$ cat src/rtl/uart_program_loader.sv
// Assembles 3-byte UART groups (MSB first) into 24-bit words and writes them to the instruction RAM.
// Define UART_LOADER_CHECKSUM_EN to require a trailing XOR checksum byte after the last word.
module uart_program_loader #(
  parameter logic [3:0] ACK_TIMEOUT = 4'd15,
  parameter logic [7:0] BASE_ADDR   = 8'h00
) (
  input  logic        clk,
  input  logic        rst,
  input  logic        start,
  input  logic [7:0]  rx_data,
  input  logic        rx_valid,
  output logic        ram_we,
  output logic [7:0]  ram_addr,
  output logic [23:0] ram_data,
  input  logic        ram_ack,
  output logic        busy,
  output logic        done,
  output logic        error,
  output logic [8:0]  words_loaded
);

  typedef enum logic [3:0] {
    IDLE,
    GET_COUNT,
    GET_B2,
    GET_B1,
    GET_B0,
    WRITE,
    WAIT_ACK,
`ifdef UART_LOADER_CHECKSUM_EN
    CHECK,
`endif
    DONE,
    ERROR
  } state_t;

  state_t      state_q, state_d;
  logic [8:0]  count_q, count_d;
  logic [7:0]  addr_q, addr_d;
  logic [23:0] data_q, data_d;
  logic [8:0]  words_q, words_d;
  logic [3:0]  timer_q, timer_d;
`ifdef UART_LOADER_CHECKSUM_EN
  logic [7:0]  csum_q, csum_d;
`endif

  always_ff @(posedge clk) begin
    if (rst) begin
      state_q <= IDLE;
      count_q <= '0;
      addr_q  <= BASE_ADDR;
      data_q  <= '0;
      words_q <= '0;
      timer_q <= '0;
`ifdef UART_LOADER_CHECKSUM_EN
      csum_q  <= '0;
`endif
    end else begin
      state_q <= state_d;
      count_q <= count_d;
      addr_q  <= addr_d;
      data_q  <= data_d;
      words_q <= words_d;
      timer_q <= timer_d;
`ifdef UART_LOADER_CHECKSUM_EN
      csum_q  <= csum_d;
`endif
    end
  end

  always_comb begin
    state_d = state_q;
    count_d = count_q;
    addr_d  = addr_q;
    data_d  = data_q;
    words_d = words_q;
    timer_d = timer_q;
`ifdef UART_LOADER_CHECKSUM_EN
    csum_d  = csum_q;
`endif
    case (state_q)
      IDLE, DONE, ERROR: begin
        if (start) begin
          state_d = GET_COUNT;
          addr_d  = BASE_ADDR;
          words_d = '0;
          timer_d = '0;
`ifdef UART_LOADER_CHECKSUM_EN
          csum_d  = '0;
`endif
        end
      end
      GET_COUNT: begin
        if (rx_valid) begin
          count_d = (rx_data == 8'h00) ? 9'd256 : {1'b0, rx_data};
          state_d = GET_B2;
        end
      end
      GET_B2, GET_B1, GET_B0: begin
        if (rx_valid) begin
`ifdef UART_LOADER_CHECKSUM_EN
          csum_d = csum_q ^ rx_data;
`endif
          if (state_q == GET_B2) begin
            data_d[23:16] = rx_data;
            state_d       = GET_B1;
          end else if (state_q == GET_B1) begin
            data_d[15:8] = rx_data;
            state_d      = GET_B0;
          end else begin
            data_d[7:0] = rx_data;
            state_d     = WRITE;
          end
        end
      end
      WRITE: begin
        timer_d = '0;
        state_d = rx_valid ? ERROR : WAIT_ACK;
      end
      WAIT_ACK: begin
        if (rx_valid) begin
          state_d = ERROR;
        end else if (ram_ack) begin
          // The address advances on every ack, so a full 256-word load leaves it wrapped to 00.
          words_d = words_q + 9'd1;
          addr_d  = addr_q + 8'd1;
          if (words_d == count_q) begin
`ifdef UART_LOADER_CHECKSUM_EN
            state_d = CHECK;
`else
            state_d = DONE;
`endif
          end else begin
            state_d = GET_B2;
          end
        end else begin
          timer_d = timer_q + 4'd1;
          if (timer_d == ACK_TIMEOUT) state_d = ERROR;
        end
      end
`ifdef UART_LOADER_CHECKSUM_EN
      CHECK: begin
        if (rx_valid) state_d = (rx_data == csum_q) ? DONE : ERROR;
      end
`endif
      default: state_d = IDLE;
    endcase
  end

  assign ram_we       = (state_q == WRITE);
  assign ram_addr     = addr_q;
  assign ram_data     = data_q;
  assign busy         = !(state_q == IDLE || state_q == DONE || state_q == ERROR);
  assign done         = (state_q == DONE);
  assign error        = (state_q == ERROR);
  assign words_loaded = words_q;

endmodule

$ cat config.mk
export PLATFORM = sky130hd
export DESIGN_NAME = uart_program_loader
export DESIGN_NICKNAME = d
export VERILOG_FILES = /design/src/rtl/uart_program_loader.sv
export SDC_FILE = /design/constraint.sdc
export NUM_CORES = 1
export LEC_CHECK = 0
export BUFFER_PORTS_ARGS = -buffer_cell sky130_fd_sc_hd__clkbuf_2
export CAP_MARGIN = 20
export CELL_PAD_IN_SITES_DETAIL_PLACEMENT = 1
export CELL_PAD_IN_SITES_GLOBAL_PLACEMENT = 2
export CORE_MARGIN = 2
export CORE_UTILIZATION = 32
export CTS_CLUSTER_DIAMETER = 80
export DETAILED_ROUTE_END_ITERATION = 12
export GPL_TIMING_DRIVEN = 0
export MAX_ROUTING_LAYER = met4
export PLACE_DENSITY_LB_ADDON = 0.1
export REMOVE_ABC_BUFFERS = 1
export SYNTH_ARGS = -nofsm -noshare
export SYNTH_HDL_FRONTEND = slang
export SYNTH_SLANG_ARGS = --single-unit
$ cat constraint.sdc
create_clock -name clk -period 2.15 [get_ports clk]
set_clock_uncertainty 0.05 [all_clocks]
set_input_delay 0 -clock clk [delete_from_list [all_inputs] [get_ports clk]]
set_output_delay 0 -clock clk [all_outputs]
set_load 0.02 [all_outputs]
==> results of run 1 <==
==> state kept, by name (all words and copies together) (netlist names) <==
register / count
ram_data: 24
count_q: 9
words_loaded: 9
ram_addr: 8
state_q: 4
timer_q: 4
==> timing repair <==
action,in CTS,in global routing
resized for setup,8,26
pin swaps,1,2
hold buffers,8,0
endpoints found under the hold margin,32,0
buffers inserted,2,2
endpoints found under the setup margin,47,40
==> routing by layer <==
layer | global-route usage [%] | share of wire [%] | up-vias
li1 | - | - | 1350
met5 | - | 0 | -
met1 | 21.48 | 46 | 1305
met2 | 27.91 | 49 | 38
met4 | 6.428 | 1.6 | 0
met3 | 3.972 | 2.9 | 9
==> per-stage QoR <==
step	power, mW	cell area (um2)	hold slack (ns)
final	3.158	3649	0.1267
after global routing	3.383	3649	0.1514
after CTS	3.129	3536	0.1746
after detailed placement	2.046	3218	0.2676
after global placement	2.035	3218	0.2584
after floorplan	1.790	2798	0.01907
==> layout by cell type (no fill, tap or decap), types with 2 or more instances in the layout <==
master	count
clkbuf_2	57
dfxtp_1	47
nor2_1	43
nand2_1	41
a21oi_1	32
nand3_1	24
mux2i_1	18
xnor2_1	13
clkbuf_8	9
dlygate4sd3_1	8
inv_1	7
nand2b_1	7
nor3_1	7
o21ai_0	7
xor2_1	7
or3_1	6
dfxtp_2	6
nor2b_1	5
dfxtp_4	5
and2_1	4
buf_4	4
nand4_1	3
o211ai_1	3
ha_1	3
clkinvlp_4	3
nor2b_2	2
and3_1	2
or2_2	2
o2111ai_1	2
a221oi_1	2
a22oi_1	2
or3b_2	2
nor4_1	2
clkinv_4	2
==> power groups by stage <==
stage	Combinational, mW	Clock [mW]	Sequential (mW)
global placement	0.738	0	1.30
finish	0.815	1.05	1.30
global route	0.924	1.14	1.32
floorplan	0.480	0	1.31
detailed placement	0.747	0	1.30
CTS	0.768	1.08	1.28
==> layout make-up <==
cell class / instances / area, um2
fillers: 1031 / 5072
multi-input cells: 268 / 1702
flip-flops and latches: 58 / 1187
repair buffers: 69 / 395.4
well taps: 108 / 135.1
clock buffers: 9 / 123.9
clock inverters: 7 / 78.83
inverters: 7 / 26.28
==> cells by family after synthesis <==
| family | synth area share (%) |
|---|---|
| simple gates | 28.41 |
| xor+xnor | 6.082 |
| mux | 6.255 |
| flops | 40.31 |
| compound gates | 13.42 |
| fa+ha+maj | 1.738 |
| buf+inv | 3.779 |
==> worst min-delay path, delay by kind of cell <==
family | cells | cell delay, ns
AO/OA/AOI/OAI | 2 | 0.24
buffers and inverters | 1 | 0.15
AND/OR/NAND/NOR | 1 | 0.10
==> worst max-delay path by stage <==
stage | startpoint | to | slack (ns)
after floorplan | state_q[2] | ram_addr[7] | 0.02
after global placement | state_q[2] | ram_data[9] | -0.45
after detailed placement | state_q[2] | ram_data[12] | -0.47
after CTS | state_q[2] | ram_addr[7] | -0.08
after global routing | words_loaded[1] | state_q[0] | -0.06
final | words_loaded[6] | state_q[0] | 0.12
==> impl_metrics.json, run 1 <==
{
  "status": "finished clean",
  "via_per_inst": 5.137,
  "cp.arrival_ns": 2.21,
  "vias": 2702,
  "r2r_end": "state_q[0]",
  "ant_nets": 0,
  "switching_share_pct": 35.94,
  "drc": 0,
  "synth_most_common_cell": "dfxtp_1",
  "hold_start": "start",
  "cp-end-kind": "flop",
  "synth_common_cells": "dfxtp_1, nor2_1, nand2_1",
  "gr-total-overflow": 0,
  "clk_latency_ns": 0.35,
  "finalSetupTns_ns": 0,
  "hp-class": "in2reg",
  "synth.distinct_cells": 50,
  "path_max_fanout": 6,
  "yosys-top-cells-area": "dfxtp_1, mux2i_1, nor2_1, a21oi_1, nand2_1",
  "maxCapViolations": 0,
  "syn2layout_area_growth_pct": 26.67,
  "ys_warn_count": 0,
  "worst_pin_slew_ns": 0.9207,
  "postLayoutCoreUtil_pct": 41.84,
  "ys.flop_type": "dfxtp_1",
  "synth_top_cell_area_share_pct": 40.31,
  "cts.htree.levels": 3,
  "hold_violations": 0,
  "drive_above_1_share_pct": 26.08,
  "timing.rr.start": "words_loaded[6]",
  "cts_made_buffers": 9,
  "fin_ws_ns": 0.1188,
  "synth_edf_count": 0,
  "internal_power_mw": 2.023,
  "startpoint_type": "flop",
  "final_cells": 526,
  "ys_async_sr_fraction_pct": 0,
  "fin_nets": 430,
  "antenna_found_initial": 0,
  "detailed_place_hpwl_um": 5482,
  "root_buffer": "clkbuf_8",
  "vdd.ir_drop.worst_uv": 264.3,
  "dieArea_mm2": 0.009775,
  "netlist_area_mm2": 0.002880,
  "finalCriticalPeriod_ns": 2.031,
  "final.period_utilization_pct": 94.47,
  "min_delay_worst_endpoint": "state_q[3]",
  "grt_max_degree": 44,
  "start_util_pct": 33.03,
  "cp_slowest_cell": "or4_4",
  "grt_pass1_vias": 2718,
  "slew_violations": 0,
  "avgRoutedWirePerCell_um": 15.12,
  "antenna_cells": 0,
  "synth_seq_area_share_pct": 40.31,
  "grt_pass1_wl_um": 13300,
  "relSlewSlack_pct": 38.62,
  "drt-total-wl_um": 7951,
  "clk_pin_slew_worst_paths_ns": 0.07,
  "worstHoldPathCells": 4,
  "clock_power_share_pct": 33.1,
  "num_rows": 34,
  "pwr-share-seq_pct": 41.0,
  "critPathBufInv": 1,
  "crit_family": "simple AND/OR/NAND/NOR gates",
  "globalplace.congestion": 0.7721,
  "fmax_mhz": 492.3,
  "r2r_slack_ns": 0.12,
  "critPathMaxStageDelay_ns": 0.54,
  "die_height_um": 98.87,
  "power_leakage_nw": 1.400,
  "pwr-share-comb_pct": 25.8,
  "port_buffers": 57,
  "die_w_um": 98.87,
  "cts_tree": "done",
  "cts.sinks": 58,
  "cp_cell_sequence": "inv_1 -> or4_4 -> xnor2_1 -> nor3_1 -> nand3_1 -> a221oi_1",
  "worstPathRequired_ns": 2.33,
  "placedCellCount": 498,
  "grt_usage_pct": 17.43,
  "synthCells": 352,
  "critical_path_depth": 6,
  "drt_iter0_drc": 58,
  "pre_cts_ws_ns": -0.4701,
  "setup_viol": 0,
  "worstSetupPathType": "reg2reg",
  "switchingPower_mw": 1.135,
  "pin_count": 58,
  "core_mm2": 0.008721,
  "cts_buffer_depth": 2,
  "p_per_area_mw_per_mm2": 865.6,
  "synth_seq_cells": 58,
  "rr_worst_depth": 6,
  "synth.avg_cell_area_um2": 8.183,
  "synth.largest_area_cell": "dfxtp_1",
  "first_pass_iters": 4
}
No activity file was read; power rests on OpenSTA's default activity.
==> run 2: changes to the inputs <==
--- a/config.mk
+++ b/config.mk
@@ -5,7 +5,7 @@
 export SDC_FILE = /design/constraint.sdc
 export NUM_CORES = 1
 export LEC_CHECK = 0
-export BUFFER_PORTS_ARGS = -buffer_cell sky130_fd_sc_hd__clkbuf_2
+export BUFFER_PORTS_ARGS = -buffer_cell sky130_fd_sc_hd__buf_2
 export CAP_MARGIN = 20
 export CELL_PAD_IN_SITES_DETAIL_PLACEMENT = 1
 export CELL_PAD_IN_SITES_GLOBAL_PLACEMENT = 2
@@ -14,9 +14,9 @@
 export CTS_CLUSTER_DIAMETER = 80
 export DETAILED_ROUTE_END_ITERATION = 12
 export GPL_TIMING_DRIVEN = 0
-export MAX_ROUTING_LAYER = met4
 export PLACE_DENSITY_LB_ADDON = 0.1
 export REMOVE_ABC_BUFFERS = 1
+export SETUP_SLACK_MARGIN = 0.3
 export SYNTH_ARGS = -nofsm -noshare
 export SYNTH_HDL_FRONTEND = slang
 export SYNTH_SLANG_ARGS = --single-unit
==> impl_metrics.json, run 2 (same netlist as run 1, synthesis figures left out) <==
{
  "status": "finished clean",
  "die_height_um": 98.87,
  "finalCriticalPeriod_ns": 1.878,
  "multi_input_area_mm2": 0.001818,
  "vdd.ir_drop.worst_uv": 353.3,
  "rsz0062_at_grt": "yes",
  "setup_viol": 0,
  "root_buffer": "clkbuf_8",
  "pin_count": 58,
  "grt_pass1_vias": 2803,
  "clock_power_share_pct": 35.2,
  "final_cells": 554,
  "start_util_pct": 33.03,
  "hold_start": "start",
  "num_rows": 34,
  "via_per_inst": 5.034,
  "avgRoutedWirePerCell_um": 15.29,
  "switchingPower_mw": 1.154,
  "hp-class": "in2reg",
  "worstPathRequired_ns": 2.37,
  "placedCellCount": 498,
  "dieArea_mm2": 0.009775,
  "drive_above_1_share_pct": 34.75,
  "largest_reg_flops": 24,
  "num-fill-cells": 1031,
  "grt_pass1_wl_um": 14140,
  "path_max_fanout": 8,
  "detailed_place_hpwl_um": 5385,
  "internal_power_mw": 2.487,
  "ff_latch_area_mm2": 0.001210,
  "fmax_mhz": 532.6,
  "hold_slack_ns": 0.1186,
  "cts.htree.levels": 3,
  "cp-end-kind": "flop",
  "pwr-share-comb_pct": 30.4,
  "cts_tree": "done",
  "gr-total-overflow": 0,
  "pre_cts_ws_ns": -0.4265,
  "cts_made_buffers": 9,
  "antenna_found_initial": 0,
  "drt_iter0_drc": 71,
  "p_per_area_mw_per_mm2": 895.7,
  "final_common_cell": "buf_2",
  "switching_share_pct": 31.69,
  "syn2layout_area_growth_pct": 41.14,
  "r2r_slack_ns": 0.27,
  "final_area_mm2": 0.004065,
  "first_pass_iters": 4,
  "clk_latency_ns": 0.33,
  "core_mm2": 0.008721,
  "drc": 0,
  "ant_nets": 0,
  "worst_pin_slew_ns": 0.8213,
  "drt-total-wl_um": 8468,
  "cts.sinks": 58,
  "cts_buffer_depth": 2,
  "port_buffers": 57,
  "globalplace.congestion": 0.7647,
  "totalPowerFinal_mw": 3.641,
  "timing.rr.start": "state_q[2]",
  "fin_ws_ns": 0.2723,
  "power_leakage_nw": 1.632,
  "maxCapViolations": 0,
  "final.period_utilization_pct": 87.33,
  "relSlewSlack_pct": 45.25,
  "startpoint_type": "flop",
  "grt_usage_pct": 18.00,
  "pwr-share-seq_pct": 34.3,
  "rr_worst_depth": 6,
  "worstHoldPathCells": 4,
  "final_cell_mix": "buf_2, dfxtp_1, nor2_1",
  "clk_pin_slew_worst_paths_ns": 0.07,
  "slew_violations": 0,
  "hold_violations": 0,
  "fin_nets": 458,
  "worstSetupPathType": "reg2reg",
  "grt_max_degree": 44,
  "cp.arrival_ns": 2.10,
  "vias": 2789,
  "placed_area_mm2": 0.003218,
  "die_w_um": 98.87,
  "antenna_cells": 0,
  "r2r_end": "ram_addr[7]",
  "min_delay_worst_endpoint": "state_q[1]"
}
[run 2: cell count changes in the layout (fill, tap and decap cells not counted), sizes merged]
cell | before | now
buf | 4 | 89
clkbuf | 66 | 12
bufinv | 1 | 3
clkinv | 2 | 0
clkinvlp | 3 | 1
inv | 8 | 7
[run 2: layer usage]
| layer | track usage [%] | wire length, um | vias up |
|---|---|---|---|
| met2 | 30.25 | 4260 | 36 |
| met1 | 23.03 | 3874 | 1340 |
| li1 | - | - | 1403 |
| met5 | 0 | 0 | - |
| met4 | 5.901 | 110 | 0 |
| met3 | 3.759 | 223 | 10 |
[run 2: area by class of cell]
cell class | count | share of cell area (%)
well taps | 108 | 3.324
multi-input cells | 268 | 44.72
repair buffers | 97 | 15.33
clock inverters | 4 | 2.401
clock buffers | 12 | 3.817
flip-flops and latches | 58 | 29.76
inverters | 7 | 0.6464
[run 2: critical path: stages, from the launching register on]
cell and delay (ns):
dfxtp_4 0.43, and4b_4 0.26, o21a_4 0.17, o21ai_4 0.07
or3_4 0.38, or3_4 0.33, a21oi_2 0.12
[run 2: worst max path at each step]
| stage | from | endpoint | slack (ns) | depth (start not counted) |
|---|---|---|---|---|
| detailed placement | state_q[2] | ram_data[12] | -0.43 | 4 |
| global route | state_q[2] | ram_addr[7] | 0.19 | 6 |
| floorplan | state_q[2] | ram_addr[7] | 0.02 | 6 |
| CTS | state_q[3] | ram_data[11] | 0.29 | 6 |
| global placement | state_q[2] | ram_data[9] | -0.43 | 4 |
| finish | state_q[2] | ram_addr[7] | 0.27 | 6 |
[run 2: power by group through the flow]
stage                     combinational [mW]  sequential, mW  clock (mW)
after floorplan                        0.480            1.31           0
after global placement                 0.738            1.30           0
after detailed placement               0.750            1.30           0
after CTS                               1.01            1.25        1.32
after global routing                    1.23            1.27        1.38
final                                   1.11            1.25        1.28
[run 2: repair_timing]
| item | in CTS | in global routing |
|---|---|---|
| hold endpoints to repair | 32 | 0 |
| gates resized for setup | 48 | 24 |
| setup endpoints to repair | 59 | 27 |
| pin swaps | 10 | 15 |
| setup buffers | 25 | 7 |
| hold buffers | 8 | 0 |
[run 2: per-stage QoR]
step / util, % / TNS (ns)
after CTS: 44.84 / 0
after floorplan: - / 0
after global routing: 46.61 / 0
final: 46.61 / 0
after detailed placement: 36.90 / -9.521
after global placement: 36.90 / -9.851
